**src/rtl/time_set_editor_if.sv**
```systemverilog
// ============================================================================
// time_set_editor_if : set-time bus between the clock core and the set editor
// Rev 1.0
// ============================================================================
`default_nettype none

interface time_set_editor_if;
    // Running time from the clock core, BCD
    logic [3:0] CUR_SEC1;
    logic [3:0] CUR_SEC0;
    logic [3:0] CUR_MIN1;
    logic [3:0] CUR_MIN0;
    logic [3:0] CUR_HOUR1;
    logic [3:0] CUR_HOUR0;
    logic [3:0] CUR_DAY1;
    logic [3:0] CUR_DAY0;
    // Edited set time, BCD, plus the field under edit for display blinking
    logic [3:0] SSEC1;
    logic [3:0] SSEC0;
    logic [3:0] SMIN1;
    logic [3:0] SMIN0;
    logic [3:0] SHOUR1;
    logic [3:0] SHOUR0;
    logic [3:0] SDAY1;
    logic [3:0] SDAY0;
    logic [1:0] FIELD;

    // Clock-core side: publishes running time, consumes set time
    modport master (
        output CUR_SEC1, CUR_SEC0, CUR_MIN1, CUR_MIN0,
               CUR_HOUR1, CUR_HOUR0, CUR_DAY1, CUR_DAY0,
        input  SSEC1, SSEC0, SMIN1, SMIN0,
               SHOUR1, SHOUR0, SDAY1, SDAY0, FIELD
    );

    // Editor side
    modport slave (
        input  CUR_SEC1, CUR_SEC0, CUR_MIN1, CUR_MIN0,
               CUR_HOUR1, CUR_HOUR0, CUR_DAY1, CUR_DAY0,
        output SSEC1, SSEC0, SMIN1, SMIN0,
               SHOUR1, SHOUR0, SDAY1, SDAY0, FIELD
    );
endinterface

`default_nettype wire

```
**src/rtl/time_set_editor.sv**
```systemverilog
// ============================================================================
// time_set_editor : debounced-pushbutton editor for the BCD set-time fields
// Rev 1.0
// ============================================================================
`default_nettype none

module time_set_editor #(
    parameter int DEB_CYCLES = 500000
) (
    input  wire logic           CLK,
    input  wire logic           RSTN,
    input  wire logic           SET,
    input  wire logic           KEY3,
    input  wire logic           KEY2,
    input  wire logic           KEY1,
    time_set_editor_if.slave    ts
);

    localparam int            CW    = $clog2(DEB_CYCLES + 1);
    localparam logic [CW-1:0] C_DEB = CW'(DEB_CYCLES);

    localparam logic [3:0] C_SYNC_RST = 4'b0111;   // SET low, keys released
    localparam int         C_SET_BIT  = 3;

    typedef enum logic [1:0] {
        DEB_REL   = 2'd0,
        DEB_PWAIT = 2'd1,
        DEB_PRS   = 2'd2,
        DEB_RWAIT = 2'd3
    } deb_state_t;

    typedef enum logic [0:0] {
        MODE_IDLE = 1'b0,
        MODE_EDIT = 1'b1
    } mode_t;

    // ------------------------------------------------------------------------
    // Two-flop synchronizers: bit 3 = SET, bits 2..0 = KEY3..KEY1
    // ------------------------------------------------------------------------
    logic [3:0] sync1_q, sync1_d;
    logic [3:0] sync2_q, sync2_d;

    always_comb begin
        sync1_d = {SET, KEY3, KEY2, KEY1};
        sync2_d = sync1_q;
    end

    always_ff @(posedge CLK or negedge RSTN) begin
        if (!RSTN) begin
            sync1_q <= C_SYNC_RST;
            sync2_q <= C_SYNC_RST;
        end else begin
            sync1_q <= sync1_d;
            sync2_q <= sync2_d;
        end
    end

    // ------------------------------------------------------------------------
    // Per-key debounce; key_press[2]=KEY3, [1]=KEY2, [0]=KEY1
    // ------------------------------------------------------------------------
    logic [2:0] key_press;

    generate
        for (genvar k = 0; k < 3; k++) begin : g_deb
            deb_state_t    state_q, state_d;
            logic [CW-1:0] cnt_q, cnt_d;
            logic [CW-1:0] cnt_inc;
            logic          press_q, press_d;
            logic          key_low;

            assign key_low  = ~sync2_q[k];
            // Saturating so a stuck key can never wrap into a false event
            assign cnt_inc  = (cnt_q == C_DEB) ? cnt_q : cnt_q + CW'(1);
            assign key_press[k] = press_q;

            always_comb begin
                state_d = state_q;
                cnt_d   = cnt_q;
                press_d = 1'b0;
                unique case (state_q)
                    DEB_REL: begin
                        if (key_low) begin
                            state_d = DEB_PWAIT;
                            cnt_d   = '0;
                        end
                    end
                    DEB_PWAIT: begin
                        if (!key_low) begin
                            state_d = DEB_REL;
                            cnt_d   = '0;
                        end else if (cnt_inc >= C_DEB) begin
                            state_d = DEB_PRS;
                            cnt_d   = '0;
                            press_d = 1'b1;
                        end else begin
                            cnt_d   = cnt_inc;
                        end
                    end
                    DEB_PRS: begin
                        if (!key_low) begin
                            state_d = DEB_RWAIT;
                            cnt_d   = '0;
                        end
                    end
                    DEB_RWAIT: begin
                        if (key_low) begin
                            state_d = DEB_PRS;
                            cnt_d   = '0;
                        end else if (cnt_inc >= C_DEB) begin
                            state_d = DEB_REL;
                            cnt_d   = '0;
                        end else begin
                            cnt_d   = cnt_inc;
                        end
                    end
                endcase
            end

            always_ff @(posedge CLK or negedge RSTN) begin
                if (!RSTN) begin
                    state_q <= DEB_REL;
                    cnt_q   <= '0;
                    press_q <= 1'b0;
                end else begin
                    state_q <= state_d;
                    cnt_q   <= cnt_d;
                    press_q <= press_d;
                end
            end
        end
    endgenerate

    // ------------------------------------------------------------------------
    // Field arithmetic on the selected two-digit BCD value
    // Field index: 0=SEC 1=MIN 2=HOUR 3=DAY; each entry is {tens, ones}
    // ------------------------------------------------------------------------
    function automatic logic [7:0] to_bcd(input logic [7:0] x);
        logic [3:0] tens;
        logic [3:0] ones;
        tens = 4'(x / 8'd10);
        ones = 4'(x % 8'd10);
        return {tens, ones};
    endfunction

    logic [3:0][7:0] sval_q, sval_d;
    logic [1:0]      field_q, field_d;
    mode_t           mode_q, mode_d;

    logic [3:0][7:0] cur_val;
    logic [7:0]      sel_bcd;
    logic [7:0]      sel_v;
    logic            sel_bad;
    logic [7:0]      v_min, v_max;
    logic [7:0]      inc_v, dec_v;
    logic            set_sync;

    assign cur_val = {{ts.CUR_DAY1,  ts.CUR_DAY0},
                      {ts.CUR_HOUR1, ts.CUR_HOUR0},
                      {ts.CUR_MIN1,  ts.CUR_MIN0},
                      {ts.CUR_SEC1,  ts.CUR_SEC0}};

    assign set_sync = sync2_q[C_SET_BIT];

    always_comb begin
        sel_bcd = sval_q[field_q];
        sel_bad = (sel_bcd[7:4] > 4'd9) || (sel_bcd[3:0] > 4'd9);
        sel_v   = 8'(sel_bcd[7:4]) * 8'd10 + 8'(sel_bcd[3:0]);
        v_min   = 8'd0;
        v_max   = 8'd59;
        unique case (field_q)
            2'd0, 2'd1: begin v_min = 8'd0; v_max = 8'd59; end
            2'd2:       begin v_min = 8'd0; v_max = 8'd23; end
            2'd3:       begin v_min = 8'd1; v_max = 8'd31; end
        endcase
        // Digits that are not BCD make the whole value out of range
        inc_v = (sel_bad || sel_v >= v_max) ? v_min : sel_v + 8'd1;
        dec_v = (sel_bad || sel_v <= v_min || sel_v > v_max) ? v_max : sel_v - 8'd1;
    end

    // ------------------------------------------------------------------------
    // Mode FSM and edit register update
    // ------------------------------------------------------------------------
    always_comb begin
        mode_d  = mode_q;
        field_d = field_q;
        sval_d  = sval_q;
        unique case (mode_q)
            MODE_IDLE: begin
                if (set_sync) begin
                    mode_d  = MODE_EDIT;
                    field_d = 2'd0;
                    sval_d  = cur_val;
                end
            end
            MODE_EDIT: begin
                if (!set_sync) begin
                    mode_d = MODE_IDLE;
                end else if (key_press[2]) begin
                    field_d = field_q + 2'd1;
                end else if (key_press[1]) begin
                    sval_d[field_q] = to_bcd(inc_v);
                end else if (key_press[0]) begin
                    sval_d[field_q] = to_bcd(dec_v);
                end
            end
        endcase
    end

    always_ff @(posedge CLK or negedge RSTN) begin
        if (!RSTN) begin
            mode_q  <= MODE_IDLE;
            field_q <= 2'd0;
            sval_q  <= {8'h01, 8'h00, 8'h00, 8'h00};
        end else begin
            mode_q  <= mode_d;
            field_q <= field_d;
            sval_q  <= sval_d;
        end
    end

    assign ts.SSEC1  = sval_q[0][7:4];
    assign ts.SSEC0  = sval_q[0][3:0];
    assign ts.SMIN1  = sval_q[1][7:4];
    assign ts.SMIN0  = sval_q[1][3:0];
    assign ts.SHOUR1 = sval_q[2][7:4];
    assign ts.SHOUR0 = sval_q[2][3:0];
    assign ts.SDAY1  = sval_q[3][7:4];
    assign ts.SDAY0  = sval_q[3][3:0];
    assign ts.FIELD  = field_q;

endmodule

`default_nettype wire
```
**src/flat_wrapper.sv**
```systemverilog
// flat-port wrapper written by rule: the top's interface ports become plain ports
module time_set_editor_flat 
#(
    parameter int DEB_CYCLES = 500000
)
  (CLK, RSTN, SET, KEY3, KEY2, KEY1, ts_CUR_SEC1, ts_CUR_SEC0, ts_CUR_MIN1, ts_CUR_MIN0, ts_CUR_HOUR1, ts_CUR_HOUR0, ts_CUR_DAY1, ts_CUR_DAY0, ts_SSEC1, ts_SSEC0, ts_SMIN1, ts_SMIN0, ts_SHOUR1, ts_SHOUR0, ts_SDAY1, ts_SDAY0, ts_FIELD);
  time_set_editor_if ts_i ();
  input  wire logic CLK;
  input  wire logic RSTN;
  input  wire logic SET;
  input  wire logic KEY3;
  input  wire logic KEY2;
  input  wire logic KEY1;
  input wire logic [$bits(ts_i.CUR_SEC1)-1:0] ts_CUR_SEC1;
  input wire logic [$bits(ts_i.CUR_SEC0)-1:0] ts_CUR_SEC0;
  input wire logic [$bits(ts_i.CUR_MIN1)-1:0] ts_CUR_MIN1;
  input wire logic [$bits(ts_i.CUR_MIN0)-1:0] ts_CUR_MIN0;
  input wire logic [$bits(ts_i.CUR_HOUR1)-1:0] ts_CUR_HOUR1;
  input wire logic [$bits(ts_i.CUR_HOUR0)-1:0] ts_CUR_HOUR0;
  input wire logic [$bits(ts_i.CUR_DAY1)-1:0] ts_CUR_DAY1;
  input wire logic [$bits(ts_i.CUR_DAY0)-1:0] ts_CUR_DAY0;
  output wire logic [$bits(ts_i.SSEC1)-1:0] ts_SSEC1;
  output wire logic [$bits(ts_i.SSEC0)-1:0] ts_SSEC0;
  output wire logic [$bits(ts_i.SMIN1)-1:0] ts_SMIN1;
  output wire logic [$bits(ts_i.SMIN0)-1:0] ts_SMIN0;
  output wire logic [$bits(ts_i.SHOUR1)-1:0] ts_SHOUR1;
  output wire logic [$bits(ts_i.SHOUR0)-1:0] ts_SHOUR0;
  output wire logic [$bits(ts_i.SDAY1)-1:0] ts_SDAY1;
  output wire logic [$bits(ts_i.SDAY0)-1:0] ts_SDAY0;
  output wire logic [$bits(ts_i.FIELD)-1:0] ts_FIELD;
  assign ts_i.CUR_SEC1 = ts_CUR_SEC1;
  assign ts_i.CUR_SEC0 = ts_CUR_SEC0;
  assign ts_i.CUR_MIN1 = ts_CUR_MIN1;
  assign ts_i.CUR_MIN0 = ts_CUR_MIN0;
  assign ts_i.CUR_HOUR1 = ts_CUR_HOUR1;
  assign ts_i.CUR_HOUR0 = ts_CUR_HOUR0;
  assign ts_i.CUR_DAY1 = ts_CUR_DAY1;
  assign ts_i.CUR_DAY0 = ts_CUR_DAY0;
  assign ts_SSEC1 = ts_i.SSEC1;
  assign ts_SSEC0 = ts_i.SSEC0;
  assign ts_SMIN1 = ts_i.SMIN1;
  assign ts_SMIN0 = ts_i.SMIN0;
  assign ts_SHOUR1 = ts_i.SHOUR1;
  assign ts_SHOUR0 = ts_i.SHOUR0;
  assign ts_SDAY1 = ts_i.SDAY1;
  assign ts_SDAY0 = ts_i.SDAY0;
  assign ts_FIELD = ts_i.FIELD;
  time_set_editor #(.DEB_CYCLES(DEB_CYCLES)) u_core (.CLK(CLK), .RSTN(RSTN), .SET(SET), .KEY3(KEY3), .KEY2(KEY2), .KEY1(KEY1), .ts(ts_i));
endmodule
```
**config.mk**
```make
export PLATFORM = sky130hd
export DESIGN_NAME = time_set_editor_flat
export DESIGN_NICKNAME = d
export VERILOG_FILES = /design/src/rtl/time_set_editor_if.sv /design/src/rtl/time_set_editor.sv /design/src/flat_wrapper.sv
export SDC_FILE = /design/constraint.sdc
export NUM_CORES = 1
export LEC_CHECK = 0
export CAP_MARGIN = 30
export CORE_MARGIN = 3
export CORE_UTILIZATION = 52
export DETAILED_ROUTE_END_ITERATION = 10
export PLACE_DENSITY = 0.79
export SYNTH_ARGS = -nofsm -noshare
export SYNTH_HDL_FRONTEND = slang
export SYNTH_SLANG_ARGS = --single-unit
export TNS_END_PERCENT = 10
```
**constraint.sdc**
```tcl
create_clock -name CLK -period 14.49 [get_ports CLK]
set_input_delay 3.6225 -clock CLK [delete_from_list [all_inputs] [get_ports CLK]]
set_output_delay 3.6225 -clock CLK [all_outputs]
set_load 0.02 [all_outputs]
```
==> impl_metrics.tcl <==
set metrics [dict create \
    status "complete, no violations" \
    fin_util_pct 61.5 \
    hpwlAfterDp_um 15400 \
    critical_path_class "flip-flop to flip-flop" \
    die_y_um 129 \
    powerDensity_mw_per_mm2 237 \
    die_w_um 129 \
    routedWlPerCell_um 18.2 \
    period_needed_ns 5.90 \
    start_util_pct 53.9 \
    yosys_warnings 0 \
    hold_class "flip-flop to flip-flop" \
    antenna_found_initial 0 \
    via_count 7420 \
    power_switching_uw 1120 \
    period_share_pct 40.7 \
    finalClockSkew_ns 0.00931 \
    multiInputGateArea_sq_mm 0.00479 \
    synthArstFlopShare_pct 100 \
    cts-root-buf "clkbuf_16" \
    drt_iter0_markers 615 \
    rows 44 \
    p_sw_share_pct 52.4 \
    die_area_sq_mm 0.0168 \
    ctsResizeCount 0 \
    layout.nets 1025 \
    fill_cells 1259 \
    core_sq_mm 0.0147 \
    leakage_uw 0.00352 \
    max_freq_ghz 0.170 \
    power.share.combinational_pct 71.8 \
    vias_per_cell 6.45 \
    ys_seq_area_share_pct 34.5 \
    crit_required_ns 14.75 \
    fin_tns_setup_ns 0 \
    crit_fanout 20 \
    htree_levels 3 \
    port_buffers 71 \
    hold_viol 0 \
    grt_usage_pct 25.1 \
    path_clk_slew_ns 0.07 \
    synth-main-ff-cell "dfrtp_1" \
    seq_power_share_pct 16.5 \
    diodes 0 \
    grt_pass1_vias 6801 \
    postCtsSetupBuffers 0 \
    synth_edf_count 0 \
    wl_um 20900 \
    irDropWorstVdd_mv 0.170 \
    p_int_uw 1020 \
    post_synth.cell_area_avg_sq_um 8.59 \
    netlist_area_sq_mm 0.00792 \
    drc 0 \
    max_cap_viol_count 0 \
    cts_tree "built" \
    cp-start-kind "flip-flop" \
    setup_viol 0 \
    io-pin-count 72 \
    pwr-share-clk_pct 11.7 \
    rsz0062_at_grt "no" \
    grt_pass1_wl_um 34300 \
    synth-seq-cells 109 \
    yosysUniqueCellTypes 96 \
    arrival_ns 6.16 \
    relSlewSlack_pct 44.2 \
    critPathCaptureType "flip-flop" \
    clk_latency_ns 0.35 \
    syn_inst 922 \
    grt_max_degree 77 \
    clock-sinks 109 \
    ant_nets 0 \
    cts_buffer_depth 2 \
    firstDrtPassIters 5 \
    layout-drive-gt1-share_pct 8.07 \
    grt_overflow_total 0 \
    tightest_slew_ns 0.835 \
    seqCellArea_sq_mm 0.00274 \
    hold_buffers 0 \
    slew_viol_final 0 \
    routabilityCongestion 0.981 \
    area_growth_pct 14.1 \
    cts-buffers-inserted 9 \
    syn_nets 986 \
]
==> cell usage after synthesis, types with 9 or more instances <==
master | instances | share of area, %
nand2b_1 | 11 | 0.87
a22oi_1 | 26 | 2.5
nor2_1 | 56 | 2.7
xnor2_1 | 20 | 2.2
nand2_1 | 92 | 4.4
dfrtp_1 | 102 | 32
o31ai_1 | 22 | 2.1
nor2b_1 | 12 | 0.95
nand4_1 | 18 | 1.4
nand3_1 | 47 | 3.0
inv_1 | 42 | 2.0
and3_1 | 19 | 1.5
a21oi_1 | 42 | 2.7
buf_2 | 12 | 0.76
nor3_1 | 18 | 1.1
ha_1 | 24 | 3.8
mux2i_1 | 9 | 1.1
clkbuf_1 | 35 | 1.7
o21ai_0 | 94 | 5.9
a31oi_1 | 23 | 1.8
o21ai_1 | 16 | 1.0
==> power by group through the flow <==
stage	logic (uW)	clock network [uW]	registers (uW)
6_report	1540	252	354
5_1_grt	1660	270	356
4_1_cts	1500	257	352
3_5_place_dp	1490	0	358
3_3_place_gp	1480	0	358
2_1_floorplan	1130	0	373
==> area by class of cell <==
type / instances / share of cell area (%)
clock buffer: 11 / 2.68
clock inverter: 5 / 0.637
inverter: 44 / 1.83
multi-input combinational: 717 / 53.0
sequential: 109 / 30.3
tap: 184 / 2.55
timing repair buffer: 80 / 9.02
==> through the flow <==
| stage | area [sq um] | power [uW] | worst slack (ns) | instances | hold WS [ns] |
|---|---|---|---|---|---|
| 2_1_floorplan | 7920 | 1500 | 9.22 | 922 | 0.331 |
| 3_3_place_gp | 8660 | 1830 | 8.91 | 1128 | 0.335 |
| 3_5_place_dp | 8700 | 1850 | 8.66 | 1132 | 0.340 |
| 4_1_cts | 9000 | 2110 | 8.66 | 1148 | 0.357 |
| 5_1_grt | 9040 | 2290 | 8.28 | 1150 | 0.361 |
| 6_report | 9040 | 2140 | 8.59 | 1150 | 0.350 |
==> placed cells by master, fill, tap and decap left out, drive strengths merged, types with 6 or more instances in the layout <==
cell type and count:
dfrtp 102, nand4 18, nand3 47, a211oi 10, o21ai 110, nand2 93
o31ai 23, and2 9, a21oi 44, mux4 8, xnor2 21, ha 24
clkbuf 11, a22oi 26, clkdlybuf4s50 70, nor2b 12, and3 20, mux2i 9
a31oi 23, or2 6, nor4 10, o22ai 6, nor3 21, xor2 7
nor2 57, buf 10, a21o 6, o41ai 8, dfstp 7, inv 46
or3 6, nand2b 11
==> worst max-delay path: stages, from the launching register on <==
cell and delay, ns:
dfrtp_1 0.73, mux4_2 0.70, ha_1 0.34, ha_1 0.22, inv_1 0.07, fa_1 0.45, nand2b_1 0.23, a21o_1 0.22
nand2_1 0.27, inv_1 0.36, ha_1 0.41, a41o_1 0.19, and2b_1 0.42, nand2_1 0.13, ha_1 0.30, nand2b_1 0.14
mux2i_1 0.26, o221ai_2 0.19, o21ai_1 0.18
==> cells by family (layout without fill, tap and decap cells) <==
| kind of cell | Yosys count | after routing | synth area share, % |
|---|---|---|---|
| multiplexers | 21 | 21 | 4.17 |
| AND/OR/NAND/NOR | 326 | 326 | 21.4 |
| AO/OA/AOI/OAI | 315 | 315 | 26.9 |
| adder cells (fa/ha/maj) | 27 | 27 | 4.42 |
| XOR/XNOR | 28 | 28 | 3.57 |
| buffers and inverters | 96 | 140 | 4.97 |
| flip-flops | 109 | 109 | 34.5 |
==> layer usage <==
metal / part of all wire, % / vias up / wire [um] / GRT usage [%]
li1: - / 3531 / - / -
met1: 43 / 3590 / 8970 / 34.9
met2: 49 / 260 / 10200 / 40.8
met3: 6.1 / 39 / 1270 / 3.46
met4: 2.3 / 0 / 486 / 8.68
met5: 0 / - / 0 / 0
==> registers in the layout, summed over array words and instances, names as in the netlist, named ones only <==
signal / count
u_core.sync2_q: 4
u_core.ts.SSEC0: 4
u_core.ts.SHOUR0: 4
u_core.sync1_q: 4
u_core.ts.SDAY1: 4
u_core.ts.SMIN1: 4
u_core.ts.SDAY0: 4
u_core.g_deb.cnt_q: 57
u_core.g_deb.press_q: 3
u_core.ts.SMIN0: 4
u_core.ts.SSEC1: 4
u_core.ts.FIELD: 2
u_core.ts.SHOUR1: 4
u_core.g_deb.state_q: 3
u_core.mode_q: 1
==> worst paths after layout <==
| path | start | endpoint | slack, ns | cells after the start |
|---|---|---|---|---|
| worst min register to register | u_core.sync1_q[3]$_DFF_PN0_ | u_core.sync2_q[3]$_DFF_PN0_ | 0.35 | 0 |
| worst max-delay path | u_core.ts.FIELD[0]$_DFFE_PN0P_ | u_core.ts.SSEC0[2]$_DFFE_PN0P_ | 8.59 | 18 |
| min in group asynchronous | RSTN | u_core.g_deb[1].cnt_q[11]$_DFFE_PN0P_ | 3.20 | 1 |
| max in group asynchronous | RSTN | u_core.sync2_q[0]$_DFF_PN1_ | 10.37 | 3 |
| worst max register to register | u_core.ts.FIELD[0]$_DFFE_PN0P_ | u_core.ts.SSEC0[2]$_DFFE_PN0P_ | 8.59 | 18 |
| worst min-delay path | u_core.sync1_q[3]$_DFF_PN0_ | u_core.sync2_q[3]$_DFF_PN0_ | 0.35 | 0 |
No activity file was read; power rests on OpenSTA's default activity.
